`src/rtl/seq_priority_encoder.sv`:
```
// ============================================================================
// Module   : seq_priority_encoder
// Purpose  : Captures an N-bit request vector and drains it one set-bit index
//            per output handshake, lowest index first by default.
// Options  : `ENC_MSB_FIRST_EN selects highest-index-first priority.
// Revision : 1.0 - initial release
// ============================================================================
`default_nettype none

module seq_priority_encoder #(
  parameter  int N = 8,
  localparam int W = $clog2(N)
) (
  input  logic         clk,
  input  logic         rst,
  input  logic         in_valid,
  output logic         in_ready,
  input  logic [N-1:0] in_vec,
  output logic         out_valid,
  input  logic         out_ready,
  output logic [W-1:0] out_idx,
  output logic         out_last,
  output logic         zero_err,
  output logic         busy
);

  localparam logic [0:0] IDLE  = 1'b0;
  localparam logic [0:0] DRAIN = 1'b1;

  localparam logic [N-1:0] LSB_ONE = {{(N-1){1'b0}}, 1'b1};

  logic [0:0]   state_q, state_d;
  logic [N-1:0] pend_q, pend_d;
  logic         zero_err_q, zero_err_d;

  logic [W-1:0] sel_idx;
  logic         single_bit;
  logic         in_hs;
  logic         out_hs;
  logic [N-1:0] clr_mask;

  // Priority select: the last match in the scan order wins.
  always_comb begin
    sel_idx = '0;
`ifdef ENC_MSB_FIRST_EN
    for (int i = 0; i < N; i++) begin
      if (pend_q[i]) sel_idx = W'(i);
    end
`else
    for (int i = N - 1; i >= 0; i--) begin
      if (pend_q[i]) sel_idx = W'(i);
    end
`endif
  end

  assign single_bit = (pend_q != '0) && ((pend_q & (pend_q - LSB_ONE)) == '0);
  assign clr_mask   = LSB_ONE << sel_idx;
  assign in_hs      = in_valid && (state_q == IDLE);
  assign out_hs     = out_ready && (state_q == DRAIN);

  always_ff @(posedge clk or posedge rst) begin
    if (rst) begin
      state_q    <= IDLE;
      pend_q     <= '0;
      zero_err_q <= 1'b0;
    end else begin
      state_q    <= state_d;
      pend_q     <= pend_d;
      zero_err_q <= zero_err_d;
    end
  end

  always_comb begin
    state_d    = state_q;
    pend_d     = pend_q;
    zero_err_d = 1'b0;
    case (state_q)
      IDLE: begin
        if (in_hs) begin
          if (in_vec != '0) begin
            pend_d  = in_vec;
            state_d = DRAIN;
          end else begin
            zero_err_d = 1'b1;
          end
        end
      end
      DRAIN: begin
        if (out_hs) begin
          pend_d = pend_q & ~clr_mask;
          if (single_bit) state_d = IDLE;
        end
      end
      default: state_d = IDLE;
    endcase
  end

  always_comb begin
    in_ready  = (state_q == IDLE);
    out_valid = (state_q == DRAIN);
    busy      = (state_q == DRAIN);
    out_idx   = sel_idx;
    out_last  = single_bit;
    zero_err  = zero_err_q;
  end

endmodule

`default_nettype wire

```
`config.mk`:
```
export PLATFORM = sky130hd
export DESIGN_NAME = seq_priority_encoder
export DESIGN_NICKNAME = d
export VERILOG_FILES = /design/src/rtl/seq_priority_encoder.sv
export SDC_FILE = /design/constraint.sdc
export NUM_CORES = 1
export LEC_CHECK = 0
export CORE_UTILIZATION = 35
export DETAILED_ROUTE_END_ITERATION = 8
export PLACE_DENSITY = 0.62
export SYNTH_ARGS = -nofsm -noshare
export SYNTH_HDL_FRONTEND = slang
export SYNTH_SLANG_ARGS = --single-unit
```
`constraint.sdc`:
```
create_clock -name clk -period 5.19 [get_ports clk]
set_input_delay 1.2975 -clock clk [delete_from_list [all_inputs] [get_ports clk]]
set_output_delay 1.2975 -clock clk [all_outputs]
set_load 0.005 [all_outputs]
```
Word level (Yosys, flattened, before mapping)
Cells that the tools add are included.
{"block": "word_totals", "ff_bits": 10, "output_inout_bits": 8, "elab_cells": 39}
{"block": "classes", "n_addsub": 1, "eq_ne": 3, "shifts": 1, "mux": 20, "bitwise_logic": 4, "n_reduce_logical": 7}
{"operator": "$mux 3", "count": 8}
{"operator": "$mux 8", "count": 3}
{"operator": "$and 8x8->8", "count": 2}
{"operator": "$pmux 8 s2", "count": 1}
{"operator": "$reduce_bool 8->1", "count": 2}
{"operator": "$logic_not 8->1", "count": 1}
{"operator": "$not 8->8", "count": 1}
{"operator": "$shl 1x3->8 const A", "count": 1}
{"operator": "$sub 8x1->8 const B", "count": 1}
{"operator": "$mux 1", "count": 7}
{"operator": "$ne 2x1->1 const B", "count": 3}
{"operator": "$logic_and 1x1->1", "count": 3}
{"operator": "$reduce_and 3->1", "count": 1}
{"operator": "$pmux 1 s2", "count": 1}
{"operator": "$not 1->1", "count": 1}

Longest topological paths before layout
Gate-level depths: netlist of the first run.
{"block": "depth", "word_depth": 13, "depth_mapped": 6, "ltp_nobuf": 5}

Worst setup path before layout of the first run
Ideal clock, no wire load.
{"block": "synth_timing", "kind": "register -> output", "from": "register pend_q[2]", "to": "output out_last", "arrival_ps": 1592, "slack_ps": 2301, "stages_incl_launch_ff": 7, "n_path_buf": 1, "cell_sequence": "dfrtp_1 -> buf_6 -> or4_4 -> or3_4 -> a21oi_2 -> a21oi_1 -> nor2_1"}
{"block": "synth_via", "elab_chain_cells": 4, "word_cells_on_any_way": 5}
{"item": "start: declaration", "line": "33", "rtl": "logic [N-1:0] pend_q, pend_d;"}
{"item": "start signal: assignment", "line": "68", "rtl": "pend_q <= pend_d;"}
{"item": "$sub 8x1->8", "line": "56", "rtl": "assign single_bit = (pend_q != '0) && ((pend_q & (pend_q - LSB_ONE)) == '0);"}
{"item": "$and 8x8->8", "line": "56"}
{"item": "$logic_not 8->1", "line": "56"}
{"item": "$logic_and 1x1->1 (*)", "line": "56"}
{"item": "end: declaration", "line": "22", "rtl": "output logic out_last,"}
Mark *: on every way between the ends. The rest lies on a longest branch, timed or not.

Worst setup path after layout of the first run
{"block": "layout_timing", "from": "register pend_q[0]", "to": "output out_last"}
The elaborated chain is that of the path after synthesis.

==> flow_summary.rst, run 1 <==
.. list-table::
   :header-rows: 1

   * - Metric
     - Value
   * - Main flop type after synthesis
     - sky130_fd_sc_hd__dfrtp_1
   * - Cell area power density
     - 657 nW/um^2
   * - Peak supply drop
     - ~0.28 mV
   * - Arrival time at the worst endpoint
     - 2.46 ns
   * - Combinational family with the most area after synthesis
     - compound AO/OA/AOI/OAI gates
   * - Cts bufs inserted
     - 3
   * - Critical path's largest stage delay
     - about 0.59 ns
   * - Xor and xnor fraction of the mapped netlist area
     - 0
   * - Number of placement rows
     - 14
   * - Total negative slack
     - 0 ns
   * - Fraction of layout cells with a size suffix above 1
     - 0.0989
   * - Proportion of synthesized flip-flops having asynchronous set or reset
     - 1.00
   * - CP startpoint kind
     - flip-flop
   * - Final RePlAce weighted congestion
     - between 0.8 and 0.9
   * - Maximum number of pins on one net before global-route repair
     - 12
   * - Top cell type by total area after synthesis
     - sky130_fd_sc_hd__dfrtp_1
   * - Setup repair after global routing missed its margin
     - false
   * - Kind of critical path
     - reg2out
   * - Vias
     - 629
   * - Critical path's slowest cell
     - sky130_fd_sc_hd__or4_4
   * - Max Freq
     - approximately 0.27 GHz
   * - Cell types occupying the most area after synthesis
     - sky130_fd_sc_hd__dfrtp_1 (40%), sky130_fd_sc_hd__a22o_1 (6.9%), sky130_fd_sc_hd__o21ai_0 (6.3%)
   * - Synth cell count leaders
     - sky130_fd_sc_hd__dfrtp_1 (10), sky130_fd_sc_hd__nor2_1 (8), sky130_fd_sc_hd__o21ai_0 (8), sky130_fd_sc_hd__a22o_1 (5), sky130_fd_sc_hd__nand2_1 (5)
   * - Core area
     - around 1600 um^2
   * - Clock net sink count
     - 10
   * - Number of primary I/O pins
     - 20
   * - Total number of yosys warnings
     - 0
   * - CTS Hold Bufs
     - 0
   * - Floorplan die width
     - between 40 and 50 um
   * - Adder and majority gate portion of the synthesized area
     - 0
   * - Area growth syn-to-layout
     - 36.4%
   * - Synthesized instance count
     - 72
   * - Number of enable-type register cells in the synthesized netlist
     - 0
   * - FILL cells
     - 158
   * - Share of the core filled with cells in the final layout
     - 0.541
   * - Antenna cells
     - 0
   * - Number of synthesized register bits
     - 10
   * - Vertical die dimension
     - 44.5 um
   * - Gr ovfl total
     - 0
   * - Number of cells upsized or downsized after cts
     - 0
   * - Data required time of the critical path
     - roughly 3.9 ns
   * - Routed wire length
     - between 1500 and 2000 um
   * - Vias per cell
     - 5.47
   * - Starting density of the core
     - 0.396
   * - Antenna violations before repair
     - 0
   * - Number of routed nets with antenna violations
     - 0
   * - Portion of netlist area occupied by mux cells
     - 0
   * - Synthesized-area fraction occupied by ao, oa, aoi and oai cells
     - 0.313
   * - Portion of the post-synthesis area used by sequential elements
     - 0.396
   * - Fraction of the mapped netlist area in simple logic gates
     - 0.226
   * - Number of optimization iterations in the first detailed-route pass
     - 4
   * - Max-Slew Margin vs Limit
     - 0.582
   * - Total of buffers placed on input and output ports
     - 19
   * - Top-count cell post-synth
     - sky130_fd_sc_hd__dfrtp_1
   * - CTS H-tree lvls
     - 1
   * - Wire length of the first global-routing pass
     - ~2600 um
   * - Share of Yosys cell area claimed by the top area cell type
     - 0.396
   * - Total half-perimeter wirelength after legalization and detailed placement
     - 1170 um
   * - Setup-failing EPs final
     - 0
   * - DRC errors left
     - 0
   * - Power after layout
     - approximately 570 uW
   * - Synthesized netlist net count
     - 84
   * - Total standard cell area after synthesis
     - ~630 um^2
   * - Max_cap viols
     - 0
   * - Clock transition at path regs
     - 0.07 ns
   * - Critical path fanouts, max
     - 6
   * - Crit end category
     - primary output
   * - Final hold violations
     - 0
   * - Post-CTS Repair Setup Buffers
     - 0
   * - Post-layout minimum cycle time
     - between 3 and 4 ns
   * - Cell-by-cell listing of the critical path
     - or4_4 -> or3_4 -> a21oi_2 -> a21oi_1 -> nor2_1 -> clkdlybuf4s50_1
   * - Worst Clk Skew
     - 0.000805 ns
   * - Clock latency of the later-clocked register in the worst-skew pair
     - between 0.2 and 0.3 ns
   * - Min-delay worst type
     - reg2reg
   * - Clock tree from TritonCTS
     - built
   * - # nets final
     - 104
   * - Mean area per synthesized cell
     - between 8 and 9 um^2
   * - Average routed wire per standard cell
     - ~14 um
   * - Root cell of the clock tree
     - sky130_fd_sc_hd__clkbuf_4
   * - Die Outline Area
     - between 1500 and 2000 um^2
   * - Number of max-slew violations in the final report
     - 0
   * - Max Root-Sink Buffers
     - 2
   * - Final Cycle Share
     - 0.724
   * - Status
     - finished, final reports clean
   * - Worst-margin pin slew
     - around 0.63 ns
   * - Iteration-0 DRC count of the detailed router
     - 13
   * - LEAKAGE
     - approximately 0.00036 uW
   * - Synth cell types
     - 28
   * - Vias in the first global route
     - 584
   * - GRT Util Overall
     - 0.184
-- path summary, 6_finish.rpt --
kind | startpoint | slack, ns | to | cells after the start
max in group asynchronous | rst | 3.60 | busy$_DFF_PP0_ | 2
setup reg to reg | pend_q[0]$_DFFE_PP0P_ | 3.16 | busy$_DFF_PP0_ | 5
hold reg to reg | pend_q[6]$_DFFE_PP0P_ | 0.62 | pend_q[6]$_DFFE_PP0P_ | 1
min in group asynchronous | rst | 1.31 | pend_q[4]$_DFFE_PP0P_ | 2
hold / removal | pend_q[6]$_DFFE_PP0P_ | 0.62 | pend_q[6]$_DFFE_PP0P_ | 1
setup / recovery | pend_q[0]$_DFFE_PP0P_ | 1.43 | out_last | 6
-- flip-flops by register name, summed over array words and instances, names as in the netlist --
signal,count
pend_q,8
zero_err,1
busy,1
-- layer usage --
| layer | part of all wire | routed length [um] | vias up | GRT usage |
|---|---|---|---|---|
| met2 | 0.46 | 717 | 22 | 0.300 |
| met4 | 0.0070 | 11 | 0 | 0.0364 |
| met5 | 0 | 0 | - | 0 |
| li1 | - | - | 306 | - |
| met1 | 0.47 | 739 | 299 | 0.230 |
| met3 | 0.067 | 106 | 2 | 0.0735 |
-- placed cells by master, fill, tap and decap left out, drive strengths merged, types with 2 or more instances in the layout --
master / n
clkdlybuf4s50: 19
dfrtp: 10
o21ai: 8
nor2: 8
a22o: 6
nand2: 5
a21oi: 5
inv: 4
clkbuf: 4
nor4: 3
nand2b: 3
a21o: 2
o31ai: 2
-- cells by family (layout without fill, tap and decap cells) --
kind of cell           after synthesis  count (layout)
AND/OR/NAND/NOR                     26              26
flip-flops                          10              10
AO/OA/AOI/OAI                       28              28
buffers and inverters                8              27
-- power by group --
group / switching (uW) / leakage, uW / internal (uW)
Combinational: 133 / 0.000213 / 185
Clock: 29.1 / 0.0000210 / 42.6
Sequential: 67.6 / 0.000128 / 110
-- worst max-delay path, delay by kind of cell, from the launching register on --
kind / cells / cell delay, ns
AO/OA/AOI/OAI: 2 / 0.18
buffers and inverters: 1 / 0.51
flip-flops: 1 / 0.45
AND/OR/NAND/NOR: 3 / 1.05
-- stage by stage --
step           hold slack [ns]  cells  instance area (um^2)  setup slack [ns]
3_5_place_dp             0.594    111                   826              1.75
2_1_floorplan            0.544     72                   632              2.30
3_3_place_gp             0.594    111                   826              1.73
4_1_cts                  0.610    115                   862              1.44
6_report                 0.616    115                   862              1.43
5_1_grt                  0.647    115                   862              1.35
-- layout make-up --
| cell class | count | area (um^2) | share of cell area |
|---|---|---|---|
| well taps | 24 | 30.0 | 0.0348 |
| flip-flops and latches | 10 | 250 | 0.290 |
| inverters | 4 | 15.0 | 0.0174 |
| multi-input cells | 54 | 340 | 0.395 |
| clock buffers | 4 | 36.3 | 0.0421 |
| repair buffers | 19 | 190 | 0.221 |
No activity file was read; power rests on OpenSTA's default activity.
==> run 2: changes to the inputs <==
--- a/config.mk
+++ b/config.mk
@@ -7,7 +7,7 @@
 export LEC_CHECK = 0
 export CORE_UTILIZATION = 35
 export DETAILED_ROUTE_END_ITERATION = 8
-export PLACE_DENSITY = 0.62
+export PLACE_DENSITY = 0.65
 export SYNTH_ARGS = -nofsm -noshare
 export SYNTH_HDL_FRONTEND = slang
 export SYNTH_SLANG_ARGS = --single-unit
==> constraint.sdc (replaced) <==
create_clock -name clk -period 3.4 [get_ports clk]
set_input_delay 0.85 -clock clk [delete_from_list [all_inputs] [get_ports clk]]
set_output_delay 0.85 -clock clk [all_outputs]
set_load 0.005 [all_outputs]
==> run 2 against run 1 <==
Sequential power up 53%. Utilization increased by 0.47 points. Non-clock buffer count is 1 higher. Critical path type unchanged. Wire length grew 6.0%. Clock skew up 0.0055 ns. Sequential share of layout area fell by 0.25 points. Via count is 2.9% higher. Register-to-register slack worse by 1.8 ns. Hold slack improved by 0.0050 ns. Final cell count rose by 0.87%. Clock power rose by 57%.
==> flow_summary.rst, run 2 (synthesized netlist as in run 1, its figures left out) <==
.. list-table::
   :header-rows: 1

   * - Metric
     - Value
   * - CP startpoint kind
     - flip-flop
   * - Root cell of the clock tree
     - sky130_fd_sc_hd__clkbuf_4
   * - Vias per cell
     - 5.58 (+2.0%)
   * - Setup-failing EPs final
     - 0 (unchanged)
   * - Fraction of layout cells with a size suffix above 1
     - 0.109 (+0.00979)
   * - Max Root-Sink Buffers
     - 2 (unchanged)
   * - Setup repair after global routing missed its margin
     - false
   * - Total half-perimeter wirelength after legalization and detailed placement
     - 1180 um (+0.98%)
   * - Number of placement rows
     - 14 (unchanged)
   * - DRC errors left
     - 0 (unchanged)
   * - Largest reg by FF count
     - pend_q
   * - Clock tree from TritonCTS
     - built
   * - Worst Hold Slack
     - 0.622 ns (+0.00503 ns)
   * - Cell area power density
     - 1010 nW/um^2 (+54%)
   * - Post-CTS Repair Setup Buffers
     - 0 (unchanged)
   * - Antenna violations before repair
     - 0 (unchanged)
   * - Arrival time at the worst endpoint
     - 2.46 ns (about the same)
   * - CTS Hold Bufs
     - 0 (unchanged)
   * - Number of primary I/O pins
     - 20 (unchanged)
   * - Peak supply drop
     - 0.638 mV (+130%)
   * - Crit end category
     - primary output
   * - Worst Clk Skew
     - 0.00633 ns (+0.00552 ns)
   * - Max_cap viols
     - 0 (unchanged)
   * - Clock net sink count
     - 10 (unchanged)
   * - Kind of critical path
     - reg2out
   * - Total negative slack
     - 0 ns (unchanged)
   * - Core area
     - 1590 um^2 (unchanged)
   * - Routed wire length
     - 1670 um (+6.0%)
   * - Total of buffers placed on input and output ports
     - 19 (unchanged)
   * - Cts bufs inserted
     - 3 (unchanged)
   * - Final hold violations
     - 0 (unchanged)
   * - Gr ovfl total
     - 0 (unchanged)
   * - # nets final
     - 105 (+0.96%)
   * - Area taken by flip-flops and latches
     - 250 um^2 (unchanged)
   * - Number of optimization iterations in the first detailed-route pass
     - 4 (unchanged)
   * - Floorplan die width
     - 44.5 um (unchanged)
   * - CTS H-tree lvls
     - 1 (unchanged)
   * - Max reg flops
     - 8 (unchanged)
   * - Met3 track demand over resource
     - 0.0776 (+0.00408)
   * - Maximum number of pins on one net before global-route repair
     - 12 (unchanged)
   * - Clock transition at path regs
     - 0.07 ns (about the same)
   * - Antenna cells
     - 0 (unchanged)
   * - Final RePlAce weighted congestion
     - 0.804 (-0.30%)
   * - Die Outline Area
     - 1980 um^2 (unchanged)
   * - Total placed cells including tap cells
     - 112 (+0.90%)
   * - Iteration-0 DRC count of the detailed router
     - 19 (+6)
   * - Share of the core filled with cells in the final layout
     - 0.546 (+0.00471)
   * - GRT Util Overall
     - 0.197 (+0.0130)
   * - FILL cells
     - 155 (-1.9%)
   * - Most used cells in the layout excluding fill and tap cells
     - sky130_fd_sc_hd__clkdlybuf4s50_1 (19), sky130_fd_sc_hd__dfrtp_1 (10), sky130_fd_sc_hd__o21ai_0 (8), sky130_fd_sc_hd__nor2_1 (8)
   * - Max-Slew Margin vs Limit
     - 0.689 (+0.107)
   * - Wire length of the first global-routing pass
     - 2720 um (+4.5%)
   * - Met1 demand-to-capacity share in global routing
     - 0.246 (+0.0162)
   * - Average routed wire per standard cell
     - 14.4 um (+5.1%)
   * - Met2 Use GR
     - 0.303 (+0.00294)
   * - Number of max-slew violations in the final report
     - 0 (unchanged)
   * - Number of routed nets with antenna violations
     - 0 (unchanged)
   * - Data required time of the critical path
     - 2.55 ns (-1.34 ns)
   * - Final standard cell count with taps included and fillers excluded
     - 116 (+0.87%)
   * - Most common library cell in the layout ignoring fill and taps
     - sky130_fd_sc_hd__clkdlybuf4s50_1
   * - Vias
     - 647 (+2.9%)
   * - Worst-margin pin slew
     - 0.463 ns (-0.164 ns)
   * - Area growth syn-to-layout
     - 37.6%
   * - Post-layout minimum cycle time
     - around 3.3 ns
   * - Vertical die dimension
     - 44.5 um (unchanged)
   * - LEAKAGE
     - 0.000367 uW (+1.4%)
   * - Final Cycle Share
     - 0.973
   * - Number of cells upsized or downsized after cts
     - 0 (unchanged)
   * - Starting density of the core
     - 0.396 (unchanged)
   * - Critical path fanouts, max
     - 6 (unchanged)
   * - Vias in the first global route
     - 612 (+4.8%)
   * - Min-delay worst type
     - reg2reg
   * - Area taken by multi-input logic gates
     - 340 um^2 (unchanged)
   * - Clock latency of the later-clocked register in the worst-skew pair
     - 0.28 ns (about the same)
   * - Max Freq
     - approximately 0.3 GHz
   * - Status
     - finished, final reports clean
   * - Gr busiest metal
     - met2
[run 2: cell types whose count changed in the layout (fill, tap and decap cells not counted)]
cell / change
sky130_fd_sc_hd__buf_4: +1
[run 2: power by group]
| group | leakage, uW | internal, uW | switching (uW) | total (uW) |
|---|---|---|---|---|
| sequential | 0.000128 | 167 | 104 | 271 |
| clock | 0.0000210 | 65.3 | 47.4 | 113 |
| combinational | 0.000219 | 286 | 211 | 497 |
[run 2: worst max-delay path: stages, from the launching register on]
cell                              delay [ns]
sky130_fd_sc_hd__dfrtp_1                0.44
sky130_fd_sc_hd__or4_4                  0.60
sky130_fd_sc_hd__or3_4                  0.35
sky130_fd_sc_hd__a21oi_2                0.11
sky130_fd_sc_hd__a21oi_1                0.06
sky130_fd_sc_hd__nor2_1                 0.11
sky130_fd_sc_hd__clkdlybuf4s50_1        0.51
[run 2: through the flow]
step,instance area [um^2],setup WS [ns],total power (uW)
after global placement,833,0.453,760
after CTS,870,0.0986,880
after global routing,870,0.0298,941
after detailed placement,833,0.434,758
after floorplan,632,0.958,563
final,870,0.0906,880
[run 2: layer usage]
layer	share of wire	up-vias
met4	0.023	0
met1	0.46	298
met5	0	-
met3	0.067	8
met2	0.45	32
li1	-	309
[run 2: final timing paths]
| check | startpoint | to | slack (ns) | depth (start not counted) |
|---|---|---|---|---|
| setup / recovery | pend_q[0]$_DFFE_PP0P_ | out_last | 0.09 | 6 |
| hold / removal | pend_q[6]$_DFFE_PP0P_ | pend_q[6]$_DFFE_PP0P_ | 0.62 | 1 |
| setup reg to reg | pend_q[0]$_DFFE_PP0P_ | busy$_DFF_PP0_ | 1.37 | 5 |
| hold reg to reg | pend_q[6]$_DFFE_PP0P_ | pend_q[6]$_DFFE_PP0P_ | 0.62 | 1 |
| max in group asynchronous | rst | busy$_DFF_PP0_ | 2.26 | 2 |
| min in group asynchronous | rst | pend_q[2]$_DFFE_PP0P_ | 0.85 | 2 |
[run 2: final cells by class]
cell class              instances  share of cell area
multi-input cells              54               0.391
well taps                      24              0.0345
repair buffers                 20               0.227
flip-flops and latches         10               0.288
clock buffers                   4              0.0417
inverters                       4              0.0173
==> RTL edit: new RTL, flow settings as in run 2 <==
Change the parameter `N` from 8 to 16.
--- a/src/rtl/seq_priority_encoder.sv
+++ b/src/rtl/seq_priority_encoder.sv
@@ -10,3 +10,3 @@
 module seq_priority_encoder #(
-  parameter  int N = 8,
+  parameter  int N = 16,
   localparam int W = $clog2(N)
Ports: changed (resized in_vec and out_idx); port bits go from 20 to 29. The function was not compared with the original's and may differ.
==> RTL edit against run 2 <==
  * Fmax down 0.85%
  * Global-route usage rose by 4.0 points
  * Synthesized area up 120%
  * Cell area increased by 120%
  * Sequential power is 37% higher
  * Clock skew shrank 3.3 ps
  * Sequential cell count up 8
  * First-iteration DRC count grew to 5.6 times the old value
  * Largest cell class unchanged
  * Worst setup slack worse by 28 ps
  * Power is 46% higher
  * Via count up 130%
  * Wire length grew to 2.8 times the old value
  * Largest power group unchanged
==> RTL edit: results (changes against run 2) <==
largest net degree at the start of global routing 19 (was 12); total power 1.28 mW (was 0.880 mW); Post-CTS Setup Bufs 1 (was 0); Biggest register pend_q (unchanged); Clk power 0.188 mW (was 0.113 mW); Hold Slack 627 ps (was 622 ps); final clock skew 3.02 ps (was 6.33 ps); fmax 300 MHz (was 302 MHz); adder-cell area share of the yosys netlist 0.00722 (was 0); reg2reg setup slack 1130 ps (was 1370 ps); placer congestion estimate 1.04 (was 0.804); Worst-Margin Slew 739 ps (was 463 ps); root buffer cell clkbuf_8 (was clkbuf_4); worst hold start pend_q[14]$_DFFE_PP0P_ (was pend_q[6]$_DFFE_PP0P_); post-synthesis mux area share 0.00722 (was 0); VDD IR max 0.241 mV (was 0.638 mV); max FFs per register 16 (was 8); Slowest-stage cell, CP dfrtp_1 (was or4_4); nets 227 (was 105); Fill cells 358 (was 155); cts repair resizes 5 (was 0); post-DR wirelength/cell 18.1 µm (was 14.4 µm); Worst-Skew Late Latency 260 ps (was 280 ps); Seq. pwr 0.371 mW (was 0.271 mW); first-pass GRT wire length 7.55 mm (was 2.72 mm); Hold Crit Depth 2 (was 1); Post-Syn Instances 165 (was 72); commonest cells in the netlist dfrtp_1, nand2_1, nor2_1, o21ai_0 (was dfrtp_1, nor2_1, o21ai_0, a22o_1, nand2_1); Top FF cell, synth dfrtp_1 (unchanged); crit-path max FO 5 (was 6); Critical Path End out_last (unchanged); syn nets 185 (was 84); Worst Reg2Reg Path Length in Cells 7 (was 5); Place WS 90.3 ps (was 434 ps); DP HPWL 3.52 mm (was 1.18 mm); Static Leak 0.739 nW (was 0.367 nW); CP Launch Point pend_q[3]$_DFFE_PP0P_ (was pend_q[0]$_DFFE_PP0P_); WP data arrival 2490 ps (was 2460 ps); DR vias/cell 5.90 (was 5.58); Placement Cell Area 1820 µm² (was 833 µm²); initial DRC count 106 (was 19); main area contributors after synthesis dfrtp_1, o21ai_0, nand2_1, a2111oi_4, o211ai_1 (was dfrtp_1, a22o_1, o21ai_0, nor2_1, a21oi_1); Global Route Usage Sum 0.237 (was 0.197); Worst path max stage delay 450 ps (was 600 ps); status finished clean (unchanged); PortBufs 28 (was 19); WHS Endpoint pend_q[14]$_DFFE_PP0P_ (was pend_q[6]$_DFFE_PP0P_); switching share of total power 0.434 (was 0.411); sequential area share after synthesis 0.325 (was 0.396); Yosys cell types 48 (was 28); placed insts 249 (was 112); Compound-Gate Fraction of Synth Area 0.341 (was 0.313); layout cells sized above 1 0.204 (was 0.109); Finished Layout Cells 254 (was 116); initial antenna violation count 0 (unchanged); number of global-route vias before repair 1490 (was 612)
RTL edit: critical path: cells and delay by family, from the launching register on:
family                 cells  cell delay [ps]
DFF                        1              450
and+or+nand+nor            2              600
AOI/OAI and AO/OA          3              880
buffers and inverters      1              280
RTL edit: per-layer routing:
metal  up-vias  track usage  wire [µm]  share of wire
li1        710            -          -              -
met1       702        0.317       2060           0.45
met2        76        0.376       2120           0.46
met3        10       0.0475        327          0.071
met4         0       0.0806         80          0.017
met5         -            0          0              0
RTL edit: cells by family after synthesis:
family,after synthesis
simple gates,63
compound gates,60
buf+inv,22
flops,18
mux,1
fa+ha+maj,1
RTL edit: final cells by class:
cell class | count | area, µm² | area share
inverters | 7 | 26.3 | 0.0138
flip-flops and latches | 18 | 452 | 0.237
clock buffers | 4 | 55.1 | 0.0289
multi-input cells | 125 | 853 | 0.448
well taps | 48 | 60.1 | 0.0315
repair buffers | 52 | 459 | 0.241
